File: src/rtl/dcache_access_ctrl_if.sv
// rtl/dcache_access_ctrl_if.sv - mem-stage request, dcache port and completion signals
// master = mem stage plus dcache side of the world, slave = dcache_access_ctrl.
interface dcache_access_ctrl_if;
  logic        req_read;
  logic        req_write;
  logic        req_indirect;
  logic [15:0] req_address;
  logic [15:0] req_wdata;
  logic [1:0]  req_byte_enable;
  logic [15:0] dc_address;
  logic        dc_read;
  logic        dc_write;
  logic [15:0] dc_wdata;
  logic [1:0]  dc_byte_enable;
  logic [15:0] dc_rdata;
  logic        dc_resp;
  logic        resp;
  logic [15:0] rdata;
  logic [15:0] indirect_data;
  logic        busy;

  modport master (
    output req_read, req_write, req_indirect, req_address, req_wdata, req_byte_enable,
    output dc_rdata, dc_resp,
    input  dc_address, dc_read, dc_write, dc_wdata, dc_byte_enable,
    input  resp, rdata, indirect_data, busy
  );

  modport slave (
    input  req_read, req_write, req_indirect, req_address, req_wdata, req_byte_enable,
    input  dc_rdata, dc_resp,
    output dc_address, dc_read, dc_write, dc_wdata, dc_byte_enable,
    output resp, rdata, indirect_data, busy
  );
endinterface

File: src/rtl/dcache_access_ctrl.sv
// rtl/dcache_access_ctrl.sv - data-side access sequencer between mem stage and dcache
// Latches one request, runs the optional pointer fetch for LDI/STI, then the final access.
module dcache_access_ctrl (
  input  logic                 clk,
  input  logic                 reset,
  dcache_access_ctrl_if.slave  bus
);

  typedef enum logic [1:0] {IDLE, PTR, ACCESS, DONE} state_t;

  state_t      state_q, state_d;
  logic [15:0] addr_q, addr_d;
  logic [15:0] wdata_q, wdata_d;
  logic [1:0]  be_q, be_d;
  logic        ind_q, ind_d;
  logic        wr_q, wr_d;
  logic [15:0] rdata_q, rdata_d;
  logic [15:0] ind_data_q, ind_data_d;

  always_ff @(posedge clk) begin
    if (reset) begin
      state_q    <= IDLE;
      addr_q     <= '0;
      wdata_q    <= '0;
      be_q       <= '0;
      ind_q      <= 1'b0;
      wr_q       <= 1'b0;
      rdata_q    <= '0;
      ind_data_q <= '0;
    end else begin
      state_q    <= state_d;
      addr_q     <= addr_d;
      wdata_q    <= wdata_d;
      be_q       <= be_d;
      ind_q      <= ind_d;
      wr_q       <= wr_d;
      rdata_q    <= rdata_d;
      ind_data_q <= ind_data_d;
    end
  end

  always_comb begin
    state_d            = state_q;
    addr_d             = addr_q;
    wdata_d            = wdata_q;
    be_d               = be_q;
    ind_d              = ind_q;
    wr_d               = wr_q;
    rdata_d            = rdata_q;
    ind_data_d         = ind_data_q;
    bus.dc_address     = '0;
    bus.dc_read        = 1'b0;
    bus.dc_write       = 1'b0;
    bus.dc_wdata       = '0;
    bus.dc_byte_enable = '0;

    case (state_q)
      IDLE: begin
        if (bus.req_read || bus.req_write) begin
          addr_d  = bus.req_address;
          wdata_d = bus.req_wdata;
          be_d    = bus.req_byte_enable;
          ind_d   = bus.req_indirect;
          // read+write together resolves to a write
          wr_d    = bus.req_write;
          state_d = bus.req_indirect ? PTR : ACCESS;
        end
      end
      PTR: begin
        bus.dc_read        = 1'b1;
        bus.dc_address     = {addr_q[15:1], 1'b0};
        bus.dc_byte_enable = 2'b11;
        if (bus.dc_resp) begin
          ind_data_d = bus.dc_rdata;
          state_d    = ACCESS;
        end
      end
      ACCESS: begin
        bus.dc_read        = ~wr_q;
        bus.dc_write       = wr_q;
        bus.dc_wdata       = wdata_q;
        bus.dc_address     = ind_q ? {ind_data_q[15:1], 1'b0} : addr_q;
        bus.dc_byte_enable = ind_q ? 2'b11 : be_q;
        if (bus.dc_resp) begin
          if (!wr_q) rdata_d = bus.dc_rdata;
          state_d = DONE;
        end
      end
      DONE: begin
        state_d = IDLE;
      end
    endcase
  end

  assign bus.resp          = (state_q == DONE);
  assign bus.busy          = (state_q != IDLE);
  assign bus.rdata         = rdata_q;
  assign bus.indirect_data = ind_data_q;

endmodule

File: src/flat_wrapper.sv
// flat-port wrapper written by rule: the top's interface ports become plain ports
module dcache_access_ctrl_flat 
  (clk, reset, bus_req_read, bus_req_write, bus_req_indirect, bus_req_address, bus_req_wdata, bus_req_byte_enable, bus_dc_rdata, bus_dc_resp, bus_dc_address, bus_dc_read, bus_dc_write, bus_dc_wdata, bus_dc_byte_enable, bus_resp, bus_rdata, bus_indirect_data, bus_busy);
  dcache_access_ctrl_if bus_i ();
  input  logic clk;
  input  logic reset;
  input wire logic [$bits(bus_i.req_read)-1:0] bus_req_read;
  input wire logic [$bits(bus_i.req_write)-1:0] bus_req_write;
  input wire logic [$bits(bus_i.req_indirect)-1:0] bus_req_indirect;
  input wire logic [$bits(bus_i.req_address)-1:0] bus_req_address;
  input wire logic [$bits(bus_i.req_wdata)-1:0] bus_req_wdata;
  input wire logic [$bits(bus_i.req_byte_enable)-1:0] bus_req_byte_enable;
  input wire logic [$bits(bus_i.dc_rdata)-1:0] bus_dc_rdata;
  input wire logic [$bits(bus_i.dc_resp)-1:0] bus_dc_resp;
  output wire logic [$bits(bus_i.dc_address)-1:0] bus_dc_address;
  output wire logic [$bits(bus_i.dc_read)-1:0] bus_dc_read;
  output wire logic [$bits(bus_i.dc_write)-1:0] bus_dc_write;
  output wire logic [$bits(bus_i.dc_wdata)-1:0] bus_dc_wdata;
  output wire logic [$bits(bus_i.dc_byte_enable)-1:0] bus_dc_byte_enable;
  output wire logic [$bits(bus_i.resp)-1:0] bus_resp;
  output wire logic [$bits(bus_i.rdata)-1:0] bus_rdata;
  output wire logic [$bits(bus_i.indirect_data)-1:0] bus_indirect_data;
  output wire logic [$bits(bus_i.busy)-1:0] bus_busy;
  assign bus_i.req_read = bus_req_read;
  assign bus_i.req_write = bus_req_write;
  assign bus_i.req_indirect = bus_req_indirect;
  assign bus_i.req_address = bus_req_address;
  assign bus_i.req_wdata = bus_req_wdata;
  assign bus_i.req_byte_enable = bus_req_byte_enable;
  assign bus_i.dc_rdata = bus_dc_rdata;
  assign bus_i.dc_resp = bus_dc_resp;
  assign bus_dc_address = bus_i.dc_address;
  assign bus_dc_read = bus_i.dc_read;
  assign bus_dc_write = bus_i.dc_write;
  assign bus_dc_wdata = bus_i.dc_wdata;
  assign bus_dc_byte_enable = bus_i.dc_byte_enable;
  assign bus_resp = bus_i.resp;
  assign bus_rdata = bus_i.rdata;
  assign bus_indirect_data = bus_i.indirect_data;
  assign bus_busy = bus_i.busy;
  dcache_access_ctrl u_core (.clk(clk), .reset(reset), .bus(bus_i));
endmodule
File: config.mk
export PLATFORM = sky130hd
export DESIGN_NAME = dcache_access_ctrl_flat
export DESIGN_NICKNAME = d
export VERILOG_FILES = /design/src/rtl/dcache_access_ctrl_if.sv /design/src/rtl/dcache_access_ctrl.sv /design/src/flat_wrapper.sv
export SDC_FILE = /design/constraint.sdc
export NUM_CORES = 1
export LEC_CHECK = 0
export CORE_ASPECT_RATIO = 1.5
export CORE_MARGIN = 2
export CORE_UTILIZATION = 40
export CTS_CLUSTER_DIAMETER = 120
export DETAILED_ROUTE_END_ITERATION = 16
export GPL_TIMING_DRIVEN = 1
export PLACE_DENSITY = 0.78
export SETUP_SLACK_MARGIN = 0.2
export SYNTH_ARGS = -nofsm -noshare
export SYNTH_HDL_FRONTEND = slang
export SYNTH_SLANG_ARGS = --single-unit
File: constraint.sdc
create_clock -name clk -period 1.9 [get_ports clk]
set_input_delay 0.57 -clock clk [delete_from_list [all_inputs] [get_ports clk]]
set_output_delay 0.57 -clock clk [all_outputs]
set_load 0.01 [all_outputs]
Word level (Yosys, flattened, before mapping)
Index checks and enable logic that the tools add are counted.

operators by class
  equality and inequality tests = 6
  muxes and demuxes = 12
  reductions and logical operators = 7
  bitwise gates (word level) = 1

operator list
  kind                                                                      number
  16-bit 2-to-1 mux                                                         2
  16-bit case mux with 2 select lines                                       1
  2-bit 2-to-1 mux                                                          5
  2-bit case mux with 4 select lines                                        1
  3-bit AND reduction                                                       2
  2-bit equality test (second input constant)                               2
  2-bit inequality test (second input constant)                             2
  2-bit case mux with 2 select lines                                        1
  2-bit AND reduction                                                       2
  2-bit by 1-bit equality test with 1-bit output (second input constant)    1
  2-bit zero test                                                           1
  2-bit by 1-bit inequality test with 1-bit output (second input constant)  1
  1-bit case mux with 2 select lines                                        1
  2-bit nonzero test                                                        1
  1-bit logical OR                                                          1
  1-bit 2-to-1 mux                                                          1
  1-bit NOT                                                                 1

storage, ports and cells
  input port bits = 56
  bits in registers = 70
  logic and storage cells = 34

Longest topological paths before layout
Gate-level depths: netlist of run 1.

  word-level depth = 3
  depth in mapped cells = 8
  depth with buffers taken out = 5

Least setup slack after synthesis of run 1
OpenSTA, ideal clock, no wires.

  kind = flip-flop to output port
  start point = register u_core.state_q[1]
  end point = output bus_dc_address[9]
  data required time = 1.330 ns
  slack = -0.092 ns
  stages on the path, launching flop included = 6
  path buffers = 2
  arrival time = 1.422 ns
  path through = dfxtp_1 > inv_1 > ha_1 > clkbuf_1 > buf_2 > a21boi_0

on the way
  cells in the longest elaborated chain, start to end = 2
  elaborated cells on any way between the ends = 3

ends and longest elaborated chain
  item                                                                                          line                      RTL
  from (decl)                                                                                   dcache_access_ctrl.sv:11  state_t state_q, state_d;
  from (signal assigned)                                                                        dcache_access_ctrl.sv:31  state_q <= state_d;
  2-bit equality test / 2-bit by 1-bit equality test with 1-bit output (equally long branches)  dcache_access_ctrl.sv:57  case (state_q)
  16-bit case mux with 2 select lines *                                                         dcache_access_ctrl.sv:57
  to (decl)                                                                                     flat_wrapper.sv:15        output wire logic [$bits(bus_i.dc_address)-1:0] bus_dc_address;

Every way passes the cells marked *; elsewhere a longest branch is shown, timed or not.

Worst setup path in the final report of run 1
  start point = register u_core.state_q[0]
  end point = output bus_dc_address[2]

Same word-level chain as after synthesis.

==> results.py, run 1 <==
metrics = {
    "power": {
        "power.density_nw_per_um2": 1398,
        "leakagePower_nw": 2.176,
        "vdd_ir_drop_max_mv": 0.8169,
    },
    "logic_synthesis": {
        "synth_fa_ha_area_share_pct": 2.028,
        "postSynthCellCount": 401,
        "synth_top_area_share_pct": 45.44,
        "synth_mux_area_share_pct": 0.3651,
        "synth.cell_area_sq_um": 3084,
        "synth-compound-area-share_pct": 20.57,
        "synthTopCellsByArea": "dfxtp_1 (45%), nand2_1 (18%), a21oi_1 (11%), and2_1 (3.7%), o21ai_0 (2.9%)",
        "synth_xor_area_share_pct": 0,
        "synth-seq-cells": 70,
        "synth.distinct_cells": 29,
        "yosys-top-cells-count": "nand2_1 (151), dfxtp_1 (70), a21oi_1 (68)",
        "synth_fp_nets": 462,
        "synthArstFlopShare_pct": 0,
        "synth_most_common_cell": "nand2_1",
        "yosys_warnings": 0,
        "yosysTopAreaCell": "dfxtp_1",
        "synth_top_family_by_area": "simple AND/OR/NAND/NOR gates",
        "synth_ff_type": "dfxtp_1",
        "yosys.area_share.simple_pct": 24.62,
        "syn_avg_cell_area_sq_um": 7.691,
        "synth_edf_count": 0,
        "seq_area_frac_synth_pct": 45.44,
    },
    "timing": {
        "hold_viol_final": 0,
        "finalSetupViolCount": 36,
        "rsz0062_at_grt": "true",
        "setup_slack_ns": -0.3320,
        "drv_slew": 0,
        "min_period_ns": 2.232,
        "fin_skew_ns": 0.006844,
        "min_period_over_period_pct": 117.5,
        "max_slew_margin_pct": 74.78,
        "fmax_mhz": 448.0,
        "hold_ws_ns": 0.4437,
        "worst_pin_slew_ns": 0.3763,
    },
    "die": {
        "die_h_um": 111.5,
        "core_area_sq_um": 7564,
        "die_area_sq_um": 8443,
        "ioPinCount": 126,
        "fp.dieW_um": 75.70,
        "initial_core_util_pct": 40.78,
        "rows": 39,
    },
    "global_route": {
        "grt_max_degree": 31,
        "grt_use_total_pct": 24.87,
        "grt_pass1_wl_um": 15800,
        "antenna_found_initial": 1,
        "grt_pass1_vias": 3234,
        "grt_overflow": 0,
    },
    "worst_hold_path": {
        "hold_class": "in -> reg",
    },
    "route": {
        "drt-vias-per-instance": 4.953,
        "vias": 3239,
        "drt-total-wl_um": 10160,
        "first_pass_iters": 4,
        "post_drt_wl_per_cell_um": 15.53,
        "final_antenna_net_count": 0,
        "drt_iter0_drc": 168,
        "drc": 0,
    },
    "clock_network": {
        "cts_tree": "yes",
        "cts.sinks": 70,
        "numCtsBuffers": 9,
        "postCtsHoldBufs": 0,
        "clkTransAtPathRegs_ns": 0.06,
        "cts_root_buf": "clkbuf_16",
        "htreeDepth": 3,
        "cts_buffer_depth": 2,
        "clock_latency_ns": 0.34,
    },
    "critical_path": {
        "arrival_ns": 1.66,
        "endpoint_kind": "primary output",
        "cp_max_fo": 7,
        "worstPathCellList": "inv_6 -> ha_4 -> nor2b_4 -> clkbuf_16 -> o21ai_2 -> a21boi_2 -> buf_2",
        "crit_slowest_cell": "dfxtp_4",
        "crit_path_max_incr_delay_ns": 0.36,
        "cp_num_buf_inv": 3,
        "required_ns": 1.33,
        "critical-path-top-delay-family": "buffers and inverters",
        "crit_path_start_kind": "register",
        "path_class": "reg -> out",
    },
    "placement": {
        "portBuffers": 125,
        "dp_slack_ns": -0.3333,
        "post-dp-hpwl_um": 6967,
        "place_inst": 623,
        "gp_congestion": 0.8122,
    },
    "cells_and_area": {
        "nNetsFinal": 607,
        "seq_area_sq_um": 1409,
        "final_cells": 654,
        "fill_cells": 603,
        "finish.utilization_pct": 69.20,
        "multiInputGateArea_sq_um": 1764,
        "area_growth_pct": 69.70,
        "layout-drive-gt1-share_pct": 27.40,
    },
    "status": {
        "status": "complete, but fails checks",
        "violations": "setup timing",
    },
    "job": {
        "max-cap-violations": 0,
    },
}
==> through the flow <==
stage	instance area [sq um]	power, mW	setup TNS, ns
2_1_floorplan	3293	3.774	0
3_3_place_gp	4695	4.694	-6.994
3_5_place_dp	4695	4.764	-7.510
4_1_cts	5150	7.156	-9.228
5_1_grt	5234	7.687	-10.81
6_report	5234	7.316	-9.054
==> area by class of cell <==
type | instances | share of cell area (%)
multi-input cells | 296 | 33.71
repair buffers | 165 | 29.86
flip-flops and latches | 70 | 26.92
clock buffers | 9 | 4.303
well taps | 102 | 2.438
clock inverters | 7 | 2.343
inverters | 4 | 0.3825
diodes | 1 | 0.04781
==> sequential cells by signal, indices dropped and copies added (netlist names) <==
name / count
u_core.addr_q: 16
u_core.bus.indirect_data: 16
u_core.bus.rdata: 16
u_core.wdata_q: 16
u_core.be_q: 2
u_core.state_q: 2
u_core.ind_q: 1
u_core.wr_q: 1
==> path summary, 6_finish.rpt <==
check	from	to	slack, ns	cells after the start
max	u_core.state_q[0]	bus_dc_address[2]	-0.33	7
min	reset	u_core.wdata_q[4]	0.44	2
max reg2reg	u_core.state_q[0]	u_core.state_q[0]	0.22	8
min reg2reg	u_core.wdata_q[10]	u_core.wdata_q[10]	0.45	2
==> power breakdown <==
part	switching (mW)	internal, mW	leakage [nW]
Sequential	0.220	1.77	0.574
Clock	0.651	1.28	0.162
Combinational	1.62	1.78	1.44
Total	2.49	4.83	2.18
==> worst reg2reg max path, delay by kind of cell, from the launching register on <==
family	cells	cell delay, ns
flops	1	0.37
buf+inv	5	0.55
compound gates	1	0.33
fa+ha+maj	1	0.16
simple gates	1	0.15
==> kinds of logic (layout without fill, tap and decap cells) <==
| family | Yosys count | after routing |
|---|---|---|
| fa+ha+maj | 5 | 5 |
| compound gates | 111 | 111 |
| mux | 1 | 1 |
| flops | 70 | 70 |
| other cells | 0 | 1 |
| buf+inv | 35 | 185 |
| simple gates | 179 | 179 |
==> timing repair <==
action | in CTS | in global routing
pin swaps | 18 | 7
gates cloned | 3 | 0
gates resized for setup | 235 | 18
setup buffers | 7 | 4
setup endpoints to repair | 70 | 39
==> cells in the final DEF, fill, tap and decap left out, types with 2 or more instances in the layout <==
master             n
a21boi_2           7
a21boi_4           7
a21oi_1           68
and2_1             9
and2_4            10
buf_12             7
buf_2             24
buf_4             25
buf_6             20
bufinv_16          3
clkbuf_16         10
clkdlybuf4s50_1   54
clkinv_4           2
clkinvlp_4         2
dfxtp_1           68
dfxtp_4            2
dlygate4sd2_1     31
ha_4               4
inv_2              2
nand2_1          151
nor2b_4            2
o21a_1             6
o21ai_0            2
o21ai_2            9
o21ai_4            7
o311a_1            2
==> per-layer routing <==
| layer | routed length, um | up-vias | part of all wire, % | global-route usage (%) |
|---|---|---|---|---|
| li1 | - | 1601 | - | - |
| met1 | 3756 | 1533 | 37 | 26.78 |
| met2 | 5609 | 87 | 55 | 43.01 |
| met3 | 491 | 18 | 4.8 | 6.787 |
| met4 | 299 | 0 | 2.9 | 12.16 |
| met5 | 0 | - | 0 | 0 |
(Power assumes the default switching activity.)
==> run 2: changes to the inputs <==
CORE_UTILIZATION = 43   (was 40)
PLACE_DENSITY = 0.83   (was 0.78)
==> run 2 against run 1 <==
  * Register-to-register slack worse by 0.29 ns
  * Critical path type unchanged
  * Non-clock buffer count increased by 17
  * The flow still finishes with violations (setup timing)
  * Routed wire length is 17% higher
  * Sequential share of layout area fell by 0.54 points
  * Flip-flop and latch count did not move
  * Design area increased by 2.1%
  * Cell count down 1.2%
==> results.py, run 2 (same netlist as run 1, synthesis figures left out) <==
metrics = {
    "timing": {
        "min_period_over_period_pct": 118.9,
        "max_slew_margin_pct": 76.58,
        "finalSetupViolCount": 38,
        "fin_skew_ns": 0.009030,
        "min_period_ns": 2.259,
        "drv_slew": 0,
        "setup_slack_ns": -0.3591,
        "hold_ws_ns": 0.4533,
        "worst_pin_slew_ns": 0.3508,
        "rsz0062_at_grt": "true",
        "fmax_mhz": 442.7,
        "fin_setup_tns_ns": -10.80,
        "hold_viol_final": 0,
    },
    "critical_path": {
        "worstPathCellList": "clkinv_4 -> buf_6 -> ha_4 -> buf_6 -> buf_6 -> buf_12 -> and2_4 -> buf_6",
        "cp_max_fo": 4,
        "worst_path_most_repeated_cell": "buf_6",
        "crit_slowest_cell": "dfxtp_4",
        "crit_path_start_kind": "register",
        "required_ns": 1.33,
        "path_class": "reg -> out",
        "endpoint_kind": "primary output",
        "arrival_ns": 1.69,
        "crit_path_max_incr_delay_ns": 0.37,
    },
    "power": {
        "power.density_nw_per_um2": 1329,
        "vdd_ir_drop_max_mv": 0.6165,
        "leakagePower_nw": 2.236,
    },
    "route": {
        "drt_iter0_drc": 251,
        "final_antenna_net_count": 0,
        "first_pass_iters": 5,
        "drt-vias-per-instance": 5.461,
        "post_drt_wl_per_cell_um": 18.40,
        "drc": 0,
        "drt-total-wl_um": 11890,
        "vias": 3528,
    },
    "cells_and_area": {
        "final_area_sq_um": 5341,
        "fill_cells": 448,
        "final_common_cell": "nand2_1",
        "area_growth_pct": 73.18,
        "final_cells": 646,
        "final_cell_mix": "nand2_1 (149), dfxtp_1 (68), a21oi_1 (66), clkdlybuf4s50_1 (54), buf_6 (47)",
        "finish.utilization_pct": 77.44,
        "diodes": 0,
        "nNetsFinal": 624,
        "layout-drive-gt1-share_pct": 31.16,
    },
    "clock_network": {
        "htreeDepth": 3,
        "numCtsBuffers": 9,
        "cts_root_buf": "clkbuf_8",
        "clock_latency_ns": 0.34,
        "cts.sinks": 70,
        "cts_tree": "yes",
        "clkTransAtPathRegs_ns": 0.07,
        "cts_buffer_depth": 2,
    },
    "die": {
        "initial_core_util_pct": 44.71,
        "rows": 37,
        "die_h_um": 107.7,
        "ioPinCount": 126,
        "die_area_sq_um": 7880,
        "fp.dieW_um": 73.15,
        "core_area_sq_um": 6898,
    },
    "placement": {
        "gp_congestion": 0.8682,
        "portBuffers": 125,
        "post-dp-hpwl_um": 6759,
        "placed_area_sq_um": 4669,
        "place_inst": 603,
    },
    "global_route": {
        "grt_use_total_pct": 28.38,
        "grt_max_degree": 42,
        "grt_overflow": 0,
        "grt_pass1_wl_um": 17090,
        "antenna_found_initial": 0,
        "grt_pass1_vias": 3480,
    },
    "worst_hold_path": {
        "hold_class": "reg -> reg",
    },
    "status": {
        "status": "complete, but fails checks",
        "violations": "setup timing",
    },
    "job": {
        "max-cap-violations": 0,
    },
}
run 2: changes by cell type in the layout (fill, tap and decap cells not counted), moves of 2 or more:
cell	before	now
bufinv_16	3	0
buf_2	24	15
o21ai_1	1	3
nand2_2	0	2
a21oi_2	0	2
buf_6	20	47
clkbuf_16	10	1
and2_1	9	3
clkinv_2	0	2
nand2_1	151	149
clkbuf_8	0	12
and2_4	10	16
a21oi_1	68	66
run 2: path summary, 6_finish.rpt:
kind,startpoint,end,slack [ns],cells past startpoint
max,u_core.state_q[0],bus_dc_write,-0.36,8
min,u_core.bus.rdata[15],u_core.bus.rdata[15],0.45,2
max reg2reg,u_core.state_q[0],u_core.state_q[0],-0.07,10
min reg2reg,u_core.bus.rdata[15],u_core.bus.rdata[15],0.45,2
run 2: area by class of cell:
type | instances | area, sq um | share of cell area [%]
clock buffers | 13 | 168.9 | 3.162
clock inverters | 3 | 17.52 | 0.3279
inverters | 4 | 22.52 | 0.4216
repair buffers | 182 | 1819 | 34.06
flip-flops and latches | 70 | 1409 | 26.38
multi-input cells | 296 | 1807 | 33.83
well taps | 78 | 97.59 | 1.827
run 2: routing by layer:
| metal | wire [um] | GRT usage (%) |
|---|---|---|
| met1 | 4402 | 30.55 |
| met2 | 6324 | 50.84 |
| met3 | 644 | 5.150 |
| met4 | 516 | 15.21 |
| met5 | 0 | 0 |
run 2: power by group:
part           switching (mW)  leakage, nW  internal, mW
clock                   0.533       0.0954         0.577
sequential              0.241        0.574          1.76
combinational            1.85         1.57          2.13
total                    2.62         2.24          4.48
run 2: through the flow:
step / power [mW] / worst slack, ns
floorplan: 3.774 / 0.1285
global placement: 4.659 / -0.2907
detailed placement: 4.726 / -0.3464
CTS: 6.600 / -0.3700
global route: 7.418 / -0.4084
finish: 7.097 / -0.3591
run 2: critical path: cells and delay by family (launching register included):
kind | cells | cell delay, ns
buf+inv | 6 | 0.66
fa+ha+maj | 1 | 0.17
flops | 1 | 0.37
simple gates | 1 | 0.15
run 2: timing repair:
action,in CTS,in global routing
pin swaps,23,19
buffers inserted,12,6
gates cloned,7,2
setup endpoints to repair,71,46
gates resized for setup,250,49
hold buffers,0,0
endpoints found under the hold margin,0,0
